--- config.mk ---
export PLATFORM = sky130hd
export DESIGN_NAME = div_unit
export DESIGN_NICKNAME = d
export VERILOG_FILES = /design/src/rtl/div_unit_pkg.sv /design/src/rtl/div_iter_step.sv /design/src/rtl/div_unit.sv
export SDC_FILE = /design/constraint.sdc
export NUM_CORES = 1
export LEC_CHECK = 0
export ABC_AREA = 1
export CORE_MARGIN = 4
export CORE_UTILIZATION = 30
export CTS_BUF_LIST = sky130_fd_sc_hd__clkbuf_8
export CTS_CLUSTER_DIAMETER = 200
export DETAILED_ROUTE_END_ITERATION = 8
export GPL_ROUTABILITY_DRIVEN = 0
export HOLD_SLACK_MARGIN = 0.03
export SLEW_MARGIN = 15
export SYNTH_ARGS = -nofsm -noshare
export SYNTH_HDL_FRONTEND = slang
export SYNTH_SLANG_ARGS = --single-unit
--- constraint.sdc ---
create_clock -name clk -period 6.98 [get_ports clk]
set_input_delay 0.698 -clock clk [delete_from_list [all_inputs] [get_ports clk]]
set_output_delay 0.698 -clock clk [all_outputs]
set_load 0.01 [all_outputs]
--- src/rtl/div_unit_pkg.sv ---
// Shared types and RV32M divide opcode encodings for the iterative divider.
package div_unit_pkg;

  typedef enum logic [1:0] {
    ST_IDLE = 2'd0,
    ST_CALC = 2'd1,
    ST_DONE = 2'd2
  } div_state_t;

  localparam logic [1:0] DIV_OP_DIV  = 2'b00;
  localparam logic [1:0] DIV_OP_DIVU = 2'b01;
  localparam logic [1:0] DIV_OP_REM  = 2'b10;
  localparam logic [1:0] DIV_OP_REMU = 2'b11;

endpackage

--- src/rtl/div_iter_step.sv ---
// One restoring-division step: shift in a dividend bit, trial-subtract the divisor,
// keep the difference when it does not go negative.
module div_iter_step #(
  parameter int XLEN = 32
) (
  input  logic [XLEN-1:0] rem_in,
  input  logic            dvd_bit,
  input  logic [XLEN-1:0] divisor,
  output logic [XLEN-1:0] rem_out,
  output logic            q_bit
);

  logic [XLEN:0] shifted;
  logic [XLEN:0] diff;

  // rem_in < divisor, so shifted < 2*divisor and the top bit of diff is a clean borrow flag
  assign shifted = {rem_in, dvd_bit};
  assign diff    = shifted - {1'b0, divisor};
  assign q_bit   = ~diff[XLEN];
  assign rem_out = q_bit ? diff[XLEN-1:0] : shifted[XLEN-1:0];

endmodule

--- src/rtl/div_unit.sv ---
// Iterative radix-2 restoring divider for RV32M DIV/DIVU/REM/REMU (one quotient bit per cycle).
// Optional DIV_RESULT_CACHE_EN keeps the last quotient/remainder pair for one-cycle repeats.
module div_unit
  import div_unit_pkg::*;
#(
  parameter int XLEN = 32
) (
  input  logic            clk,
  input  logic            rst,
  input  logic            start,
  input  logic [1:0]      op,
  input  logic [XLEN-1:0] dividend,
  input  logic [XLEN-1:0] divisor,
  input  logic            flush,
  output logic            busy,
  output logic            done,
  output logic [XLEN-1:0] result
);

  localparam int CW = $clog2(XLEN);

  div_state_t      state_reg, state_next;
  logic [CW-1:0]   count_reg;
  logic [XLEN-1:0] dvd_reg, dvs_reg, rem_reg, result_reg;
  logic            neg_q_reg, neg_r_reg, rem_sel_reg;

  logic            accept, in_signed, in_rem, dvd_neg, dvs_neg;
  logic [XLEN-1:0] dvd_abs, dvs_abs;
  logic            div_zero, overflow, special, fast, last;
  logic [XLEN-1:0] spec_quot, spec_rem, fast_quot, fast_rem;
  logic [XLEN-1:0] rem_out, q_final, quot_fix, rem_fix;
  logic            q_bit;

  assign accept    = start & ~flush & (state_reg != ST_CALC);
  assign in_signed = ~((op == DIV_OP_DIVU) | (op == DIV_OP_REMU));
  assign in_rem    = (op == DIV_OP_REM) | (op == DIV_OP_REMU);
  assign dvd_neg   = in_signed & dividend[XLEN-1];
  assign dvs_neg   = in_signed & divisor[XLEN-1];
  assign dvd_abs   = dvd_neg ? -dividend : dividend;
  assign dvs_abs   = dvs_neg ? -divisor : divisor;

  // Architecturally defined corner cases bypass the iteration entirely
  assign div_zero  = (divisor == '0);
  assign overflow  = in_signed & (dividend == {1'b1, {(XLEN-1){1'b0}}}) & (&divisor);
  assign special   = div_zero | overflow;
  assign spec_quot = div_zero ? '1 : dividend;
  assign spec_rem  = div_zero ? dividend : '0;

  div_iter_step #(.XLEN(XLEN)) u_step (
    .rem_in  (rem_reg),
    .dvd_bit (dvd_reg[XLEN-1]),
    .divisor (dvs_reg),
    .rem_out (rem_out),
    .q_bit   (q_bit)
  );

  // Dividend register doubles as the quotient shift register
  assign q_final  = {dvd_reg[XLEN-2:0], q_bit};
  assign quot_fix = neg_q_reg ? -q_final : q_final;
  assign rem_fix  = neg_r_reg ? -rem_out : rem_out;
  assign last     = (state_reg == ST_CALC) && (count_reg == '0) && !flush;

`ifdef DIV_RESULT_CACHE_EN
  logic [XLEN-1:0] req_dvd_reg, req_dvs_reg;
  logic            req_signed_reg;
  logic [XLEN-1:0] c_dvd_reg, c_dvs_reg, c_quot_reg, c_rem_reg;
  logic            c_signed_reg, c_valid_reg, hit;

  assign hit       = c_valid_reg & (c_dvd_reg == dividend) & (c_dvs_reg == divisor)
                   & (c_signed_reg == in_signed);
  assign fast      = special | hit;
  assign fast_quot = special ? spec_quot : c_quot_reg;
  assign fast_rem  = special ? spec_rem : c_rem_reg;

  always_ff @(posedge clk) begin
    if (rst) begin
      req_dvd_reg    <= '0;
      req_dvs_reg    <= '0;
      req_signed_reg <= 1'b0;
      c_dvd_reg      <= '0;
      c_dvs_reg      <= '0;
      c_quot_reg     <= '0;
      c_rem_reg      <= '0;
      c_signed_reg   <= 1'b0;
      c_valid_reg    <= 1'b0;
    end else if (accept) begin
      req_dvd_reg    <= dividend;
      req_dvs_reg    <= divisor;
      req_signed_reg <= in_signed;
      if (fast) begin
        c_dvd_reg    <= dividend;
        c_dvs_reg    <= divisor;
        c_signed_reg <= in_signed;
        c_quot_reg   <= fast_quot;
        c_rem_reg    <= fast_rem;
        c_valid_reg  <= 1'b1;
      end
    end else if (last) begin
      c_dvd_reg    <= req_dvd_reg;
      c_dvs_reg    <= req_dvs_reg;
      c_signed_reg <= req_signed_reg;
      c_quot_reg   <= quot_fix;
      c_rem_reg    <= rem_fix;
      c_valid_reg  <= 1'b1;
    end
  end
`else
  assign fast      = special;
  assign fast_quot = spec_quot;
  assign fast_rem  = spec_rem;
`endif

  always_comb begin
    state_next = state_reg;
    case (state_reg)
      ST_IDLE, ST_DONE: state_next = accept ? (fast ? ST_DONE : ST_CALC) : ST_IDLE;
      ST_CALC:          if (count_reg == '0) state_next = ST_DONE;
      default:          state_next = ST_IDLE;
    endcase
    if (flush) state_next = ST_IDLE;
  end

  always_ff @(posedge clk) begin
    if (rst) begin
      state_reg   <= ST_IDLE;
      count_reg   <= '0;
      dvd_reg     <= '0;
      dvs_reg     <= '0;
      rem_reg     <= '0;
      result_reg  <= '0;
      neg_q_reg   <= 1'b0;
      neg_r_reg   <= 1'b0;
      rem_sel_reg <= 1'b0;
    end else begin
      state_reg <= state_next;
      if (accept) begin
        count_reg   <= CW'(XLEN-1);
        dvd_reg     <= dvd_abs;
        dvs_reg     <= dvs_abs;
        rem_reg     <= '0;
        neg_q_reg   <= dvd_neg ^ dvs_neg;
        neg_r_reg   <= dvd_neg;
        rem_sel_reg <= in_rem;
        if (fast) result_reg <= in_rem ? fast_rem : fast_quot;
      end else if (state_reg == ST_CALC) begin
        count_reg <= count_reg - 1'b1;
        dvd_reg   <= q_final;
        rem_reg   <= rem_out;
        if (last) result_reg <= rem_sel_reg ? rem_fix : quot_fix;
      end
    end
  end

  assign busy   = (state_reg == ST_CALC);
  assign done   = (state_reg == ST_DONE);
  assign result = result_reg;

endmodule

### Word-level counts from Yosys, hierarchy flattened

Cells that the tools add are included.

* add/sub/neg operators: 6
* mux-type cells: 21
* reductions and logical operators: 13
* equality and inequality tests: 9
* bitwise operators: 13

Operators with widths (number)
* $mux W32: 15
* $neg A32 Y32: 4
* $sub A33 B32 Y33: 1
* $eq A32 B32 Y1 const B: 1
* $logic_not A32 Y1: 1
* $reduce_and A32 Y1: 1
* $mux W5: 2
* $and A1 B1 Y1: 6
* $eq A2 B2 Y1 const B: 3
* $mux W2: 3
* $ne A2 B1 Y1 const B: 3
* $reduce_or A2 Y1: 3
* $logic_not A5 Y1: 1
* $sub A5 B1 Y5 const B: 1
* $eq A2 B1 Y1 const B: 2
* $pmux W2 S2: 1
* $reduce_bool A2 Y1: 2
* $not A1 Y1: 3
* $or A1 B1 Y1: 3
* $reduce_and A3 Y1: 1
* $logic_and A1 B1 Y1: 2
* $logic_not A2 Y1: 1
* $logic_not A1 Y1: 1
* $xor A1 B1 Y1: 1

* input port bits: 70
* logic and storage cells: 71
* bits in registers: 138
* output and inout port bits: 34

### Longest topological paths before layout

Gate-level depths: netlist of run 1.

* word-level depth: 9
* depth in mapped cells: 32
* depth with buffers taken out: 30

### Cells and area by module

Synthesis of run 1 repeated with hierarchy kept, for this count alone.

* cells, all modules: 2449
* area, all modules: 13394.1 um^2

Modules (own cells, without submodules)
* div_unit: area an instance 10231.1 um^2, times used 1, seq. area each 2762.6 um^2, cells an instance 1766
* div_iter_step: area an instance 3163.0 um^2, times used 1, seq. area each 0.0 um^2, cells an instance 683

### Worst setup path before layout of run 1

No wires, ideal clock.

* path kind: reg2reg
* start: register dvd_reg[31]
* end: register result_reg[28] (netlist: result[28])
* slack: 2.828 ns
* data arrival time: 4.030 ns
* data required time: 6.858 ns
* buffers on the path: 2
* setup time: 0.122 ns
* stages on the path, launching flop included: 32
* clock period less this slack: 4.152 ns
* cell sequence: dfxtp_1 > inv_1 > ha_1 > inv_1 > fa_1 > nand2_1 > nand2_1 > nand3_2 > nand2_2 > nand2_2 > nand2_4 > nand2_4 > nand3_2 > nand2_8 > buf_12 > buf_12 > ha_1 > inv_1 > nor3_1 > nand2_1 > nor3_2 > nand3_1 > nor2_1 > and3_1 > nand3_1 > o21ai_0 > o21ai_0 > o21ai_0 > a21o_1 > nand2_1 > nand2_1 > a21oi_2

* cells in the longest elaborated chain, start to end: 8
* elaborated cells between the ends (all ways): 11
* classes of those cells: 3 x add/sub; 7 x mux; 1 x bitwise

RTL lines
* from (decl): RTL line div_unit.sv:24 `logic [XLEN-1:0] dvd_reg, dvs_reg, rem_reg, result_reg;`
* from (signal assigned): RTL line div_unit.sv:138 `dvd_reg <= dvd_abs;`
* from (signal assigned): RTL line div_unit.sv:147 `dvd_reg <= q_final;`
* $sub A33 B32 Y33: RTL line div_iter_step.sv:18 `assign diff = shifted - {1'b0, divisor};`
* $mux W32 / $not A1 Y1 (equally long branches): RTL line div_iter_step.sv:20, div_iter_step.sv:19
* $neg A32 Y32, on equally long branches: RTL line div_unit.sv:60, div_unit.sv:59
* $mux W32, on equally long branches: RTL line div_unit.sv:60, div_unit.sv:59
* $mux W32 * (2 in series): RTL line div_unit.sv:149 `if (last) result_reg <= rem_sel_reg ? rem_fix : quot_fix;`
* $mux W32 *: RTL line div_unit.sv:145 `end else if (state_reg == ST_CALC) begin`
* $mux W32 *: RTL line div_unit.sv:136 `if (accept) begin`
* to (signal assigned): RTL line div_unit.sv:144 `if (fast) result_reg <= in_rem ? fast_rem : fast_quot;`
* to (signal assigned): RTL line div_unit.sv:149
* to (decl): RTL line div_unit.sv:24

Every way passes the cells marked *; elsewhere a longest branch is shown, timed or not. The select of a mux whose other input is x is not followed.
A chain may end at the register's enable or synchronous reset.

### Worst setup path in the final report of run 1

Same ends and word-level chain as after synthesis.

==> results.toml, run 1 <==
[outcome]
status = "completed"

[logic_synthesis]
synthDistinctLibCells = 59
ys_seq_area_share_pct = 21.7
async_reset_ff_share_pct = 0
synthCells = 2129
yosysWarningCount = 0
synth_edf_count = 0
netlist_area_um2 = 12700
ys.flop_type = "dfxtp_1"
syn-num-nets = 2239
avgSynthCellArea_um2 = 5.97
ys_ff_latch = 138

[floorplan]
die-area_um2 = 45700
dieHeight_um = 214
fp-row-count = 75
die_width_um = 214
coreArea_um2 = 41900
initial_core_util_pct = 30.3
num_io_pins = 104

[worst_setup_path]
crit_path_max_incr_delay_ns = 0.39
end_kind = "register"
worst_path_most_repeated_cell = "nand2_1"
cp_slowest_cell = "fa_1"
cp_max_fo = 42
worst_setup_path_start_kind = "register"
cp.arrival_ns = 5.35
cp.required_ns = 7.36
critPathKind = "register to register"

[clock_network]
htree_levels = 4
cts_buffers = 17
post_cts_resized = 0
clk_latency_ns = 0.50
cts_hold_buffers = 0
cts_tree = "yes"
clkSlewWorstSetupHoldPaths_ns = 0.09
cts_root_buffer = "clkbuf_8"
clock-sinks = 138
cts.path.max_buffers = 2
cts_setup_buffers = 0

[pwr]
power_frac_clock_pct = 23.3
ir_worst_vdd_v = 0.000114
total_power_mw = 3.18
swShare_pct = 46.9
p_per_area_nw_per_um2 = 218
p_seq_share_pct = 27.2
p_int_mw = 1.69
leakagePower_nw = 6.58
p_switching_mw = 1.49
combPwrFrac_pct = 49.4

[route]
drtPass1Iterations = 6
drtIter0Drc = 1359
via_count = 14400
wl_per_cell_um = 16.6
avgViaCountPerCell = 5.27
antenna_left = 0
drc_errors = 0
wl_um = 45400

[sta]
setup_viol_count_final = 0
tns_ns = 0
maxSlewViolCount = 0
period_share_pct = 71.2
timing.fmax_mhz = 201
max-slew-margin-rel_pct = 27.4
rsz0062_at_grt = "false"
max_slew.worst_pin.slew_ns = 1.08
fin_skew_ns = 0.0217
post-route-min-period_ns = 4.97
hold_violations = 0

[finish]
final_nets = 2291
area_growth_pct = 14.7
drive_above_1_share_pct = 7.93
antenna_cells = 0

[global_route]
grt_pass1_wl_um = 71100
grt_overflow = 0
first_global_vias = 13100
track_usage_pct = 19.6
grt_max_degree = 78
antenna_found_initial = 0

[job]
cap_violations = 0

[place]
hpwl_um = 35700
io_buffers = 103

[hold_path]
min_path_type = "register to register"
-- through the flow --
stage | setup slack [ns] | utilization, % | instances | hold slack (ns) | cell area, um2
2_1_floorplan | 2.83 | - | 2129 | 0.422 | 12700
3_3_place_gp | 1.95 | 33.7 | 2700 | 0.444 | 14100
3_5_place_dp | 2.13 | 33.8 | 2701 | 0.448 | 14200
4_1_cts | 2.12 | 34.8 | 2733 | 0.467 | 14600
5_1_grt | 1.55 | 34.8 | 2733 | 0.502 | 14600
6_report | 2.01 | 34.8 | 2733 | 0.467 | 14600
-- final timing paths --
path               start  depth (start not counted)  slack [ns]     endpoint
min reg2reg  dvs_reg[30]                          2        0.47  dvs_reg[30]
max          dvd_reg[31]                         29        2.01   result[28]
max reg2reg  dvd_reg[31]                         29        2.01   result[28]
min          dvs_reg[30]                          2        0.47  dvs_reg[30]
-- worst max-delay path: cells and delay by family, from the launching register on --
family                     cells  cell delay (ns)
adders and majority gates      3             0.79
DFF                            1             0.32
buffers and inverters          3             0.29
AOI/OAI and AO/OA              5             0.83
and+or+nand+nor               18             2.56
-- routing by layer --
layer	GRT usage (%)	share of wire (%)	routed length [um]	vias up
met2	32.3	47	21200	566
met3	2.84	6.6	2970	83
li1	-	-	-	7078
met4	6.20	2.8	1290	0
met5	0	0	0	-
met1	26.4	44	19900	6674
-- synth_stat cells (7+ instances only) --
| master | count | area, um2 |
|---|---|---|
| a21oi_2 | 14 | 123 |
| inv_1 | 288 | 1080 |
| nor4_1 | 12 | 75.1 |
| nor3_1 | 36 | 180 |
| o21ai_1 | 11 | 55.1 |
| nand3_1 | 99 | 495 |
| a31oi_1 | 18 | 113 |
| clkbuf_1 | 65 | 244 |
| o22ai_1 | 23 | 144 |
| a21oi_1 | 160 | 801 |
| dfxtp_1 | 138 | 2760 |
| nor2_4 | 7 | 78.8 |
| ha_1 | 39 | 488 |
| nand4_1 | 24 | 150 |
| o21ai_0 | 176 | 881 |
| nand2_1 | 540 | 2030 |
| xor2_1 | 36 | 315 |
| nand2_4 | 21 | 236 |
| nor2_2 | 13 | 81.3 |
| nand2_2 | 36 | 225 |
| nand3_2 | 8 | 80.1 |
| nor2_1 | 197 | 739 |
| xnor2_1 | 25 | 219 |
| o32ai_1 | 8 | 70.1 |
| o31ai_1 | 7 | 52.6 |
| o211ai_1 | 36 | 270 |
-- cell type report --
cell class | count | area [um2]
clock buffer | 19 | 262
clock inverter | 13 | 165
fill | 4547 | 27400
inverter | 297 | 1110
multi-input combinational | 1608 | 8450
sequential | 138 | 2760
tap | 539 | 674
timing repair buffer | 119 | 1160
-- cells in the final DEF (no fill, tap or decap), types with 7 or more instances in the layout --
master,n
nand3_2,8
xor2_1,36
nor3_1,36
o21ai_0,176
nand3_1,99
buf_4,15
o31ai_1,7
nor2_1,194
o32ai_1,8
clkbuf_8,19
a31oi_1,18
a21oi_2,14
inv_1,287
nor4_1,12
nor2_4,9
o21ai_1,11
a21oi_1,160
dfxtp_1,138
nand2_2,36
o22ai_1,23
nand4_1,24
nand2_4,21
ha_1,39
xnor2_1,25
o211ai_1,36
nand2_1,540
clkdlybuf4s50_1,103
nor2_2,14
-- power by group through the flow --
stage          Sequential, mW  Combinational (mW)  Clock (mW)
2_1_floorplan           0.875                1.13           0
3_3_place_gp            0.883                1.53           0
3_5_place_dp            0.883                1.54           0
4_1_cts                 0.865                1.55       0.753
5_1_grt                 0.872                1.73       0.786
6_report                0.866                1.57       0.741
-- kinds of logic (layout without fill, tap and decap cells) --
kind of cell | Yosys count | after routing | share of synthesized area (%)
adder cells (fa/ha/maj) | 40 | 40 | 3.99
AO/OA/AOI/OAI | 481 | 481 | 21.7
XOR/XNOR | 61 | 61 | 4.20
buffers and inverters | 383 | 448 | 11.9
AND/OR/NAND/NOR | 1026 | 1026 | 36.4
flip-flops | 138 | 138 | 21.7
No activity file was read; power rests on OpenSTA's default activity.
==> run 2: changes to the inputs <==
clock period = 4.1 ns   (was 6.98 ns; I/O delays follow)
==> results.toml, run 2 (synthesis results as in run 1) <==
[worst_setup_path]
cp_max_fo = 41
r2r_cells = 26
end_kind = "register"
critPathKind = "register to register"
worst_setup_path_start_kind = "register"
cp.arrival_ns = 4.18
timing.rr.start = "dvd_reg[31]"
rr_endpoint = "result[6]"
cp.required_ns = 4.48
r2r_slack_ns = 0.30

[finish]
final_core_util_pct = 35.5
final_area_um2 = 14900
ff_latch_area_um2 = 2770
most-common-layout-cells = "nand2_1, inv_1, nor2_1"
area_growth_pct = 17.0
layout_commonest_cell = "nand2_1"
drive_above_1_share_pct = 9.84
multiInputGateArea_um2 = 8530
fill_cells = 4556
antenna_cells = 0
final_nets = 2323

[route]
drtIter0Drc = 1244
wl_per_cell_um = 16.4
drtPass1Iterations = 5
drc_errors = 0
avgViaCountPerCell = 5.19
antenna_left = 0
via_count = 14400
wl_um = 45300

[clock_network]
clkSlewWorstSetupHoldPaths_ns = 0.09
cts_buffers = 17
cts_root_buffer = "clkbuf_8"
cts_tree = "yes"
clock-sinks = 138
cts.path.max_buffers = 2
clk_latency_ns = 0.50
htree_levels = 4

[pwr]
power_frac_clock_pct = 21.0
p_switching_mw = 2.58
p_per_area_nw_per_um2 = 364
swShare_pct = 47.7
p_int_mw = 2.83
combPwrFrac_pct = 51.8
p_seq_share_pct = 27.2
ir_worst_vdd_v = 0.000243
leakagePower_nw = 6.73

[hold_path]
min_from = "count_reg[0]"
hold_path_end = "count_reg[0]"
worstHoldPathCells = 2
min_path_type = "register to register"

[sta]
fin_skew_ns = 0.0245
rsz0062_at_grt = "false"
post-route-min-period_ns = 3.80
tns_ns = 0
timing.fmax_mhz = 263
worst_slack_ns = 0.299
max_slew.worst_pin.slew_ns = 1.06
max-slew-margin-rel_pct = 28.9
setup_viol_count_final = 0
maxSlewViolCount = 0
period_share_pct = 92.7
hold_violations = 0

[global_route]
first_global_vias = 13000
track_usage_pct = 19.5
grt_overflow = 0
antenna_found_initial = 0
grt_max_degree = 78
grt_pass1_wl_um = 71200

[place]
hpwl_um = 36100
pre_cts_slack_ns = 0.0576
place_area_um2 = 14400
io_buffers = 103

[floorplan]
num_io_pins = 104
die-area_um2 = 45700
coreArea_um2 = 41900
initial_core_util_pct = 30.3
die_width_um = 214
fp-row-count = 75
dieHeight_um = 214

[job]
cap_violations = 0

[outcome]
status = "completed"
[run 2: stage by stage]
stage | hold slack, ns | std cells | power [mW]
floorplan | 0.422 | 2129 | 3.42
global placement | 0.441 | 2730 | 4.18
detailed placement | 0.455 | 2730 | 4.21
CTS | 0.473 | 2762 | 5.35
global route | 0.497 | 2765 | 5.77
finish | 0.469 | 2765 | 5.41
[run 2: what timing repair did]
item / 4_1_cts / 5_1_grt
gates resized for setup: 0 / 22
endpoints found under the setup margin: 0 / 25
hold buffers: 0 / 0
setup buffers: 0 / 3
hold endpoints to repair: 0 / 0
[run 2: layout make-up]
type / instances / share of cell area (%)
timing repair buffer: 151 / 9.46
clock inverter: 13 / 0.791
multi-input combinational: 1608 / 57.4
sequential: 138 / 18.6
clock buffer: 19 / 1.76
inverter: 297 / 7.50
tap: 539 / 4.53
[run 2: power groups by stage]
stage,clock (mW),sequential (mW),combinational (mW)
finish,1.14,1.47,2.80
global route,1.21,1.48,3.08
CTS,1.16,1.47,2.72
detailed placement,0,1.50,2.71
global placement,0,1.50,2.68
floorplan,0,1.49,1.93
[run 2: worst max-delay path: stages (launching register included)]
cell	delay, ns
dfxtp_2	0.33
inv_2	0.07
ha_1	0.14
inv_1	0.07
fa_2	0.35
nand2_1	0.07
nand2_1	0.09
nand3_2	0.09
nand2_2	0.06
nand2_2	0.07
nand2_4	0.06
nand2_4	0.10
nand3_4	0.10
nand2_8	0.10
buf_6	0.39
nand2_4	0.09
nand2_4	0.13
ha_1	0.19
nand2_1	0.10
nor2_4	0.16
nand2_1	0.13
nand2_1	0.10
a21oi_1	0.06
o21ai_0	0.17
o21ai_0	0.25
nand2_1	0.12
a31oi_1	0.09
[run 2: how the worst max path moves through the flow]
stage                      startpoint          to  cells after the start
after detailed placement  dvd_reg[31]  result[28]                     29
after global routing      dvs_reg[19]  result[30]                     27
after global placement    dvd_reg[31]  result[28]                     29
after floorplan           dvd_reg[31]  result[28]                     31
after CTS                 dvd_reg[31]  result[28]                     29
final                     dvd_reg[31]   result[6]                     26
[run 2: metal layers]
| metal | vias up | track usage, % | wire length (um) | share of wire (%) |
|---|---|---|---|---|
| met5 | - | 0 | 0 | 0 |
| met4 | 0 | 5.47 | 904 | 2.0 |
| met3 | 58 | 2.11 | 2520 | 5.6 |
| met2 | 473 | 32.8 | 21400 | 47 |
| met1 | 6710 | 26.6 | 20500 | 45 |
| li1 | 7120 | - | - | - |
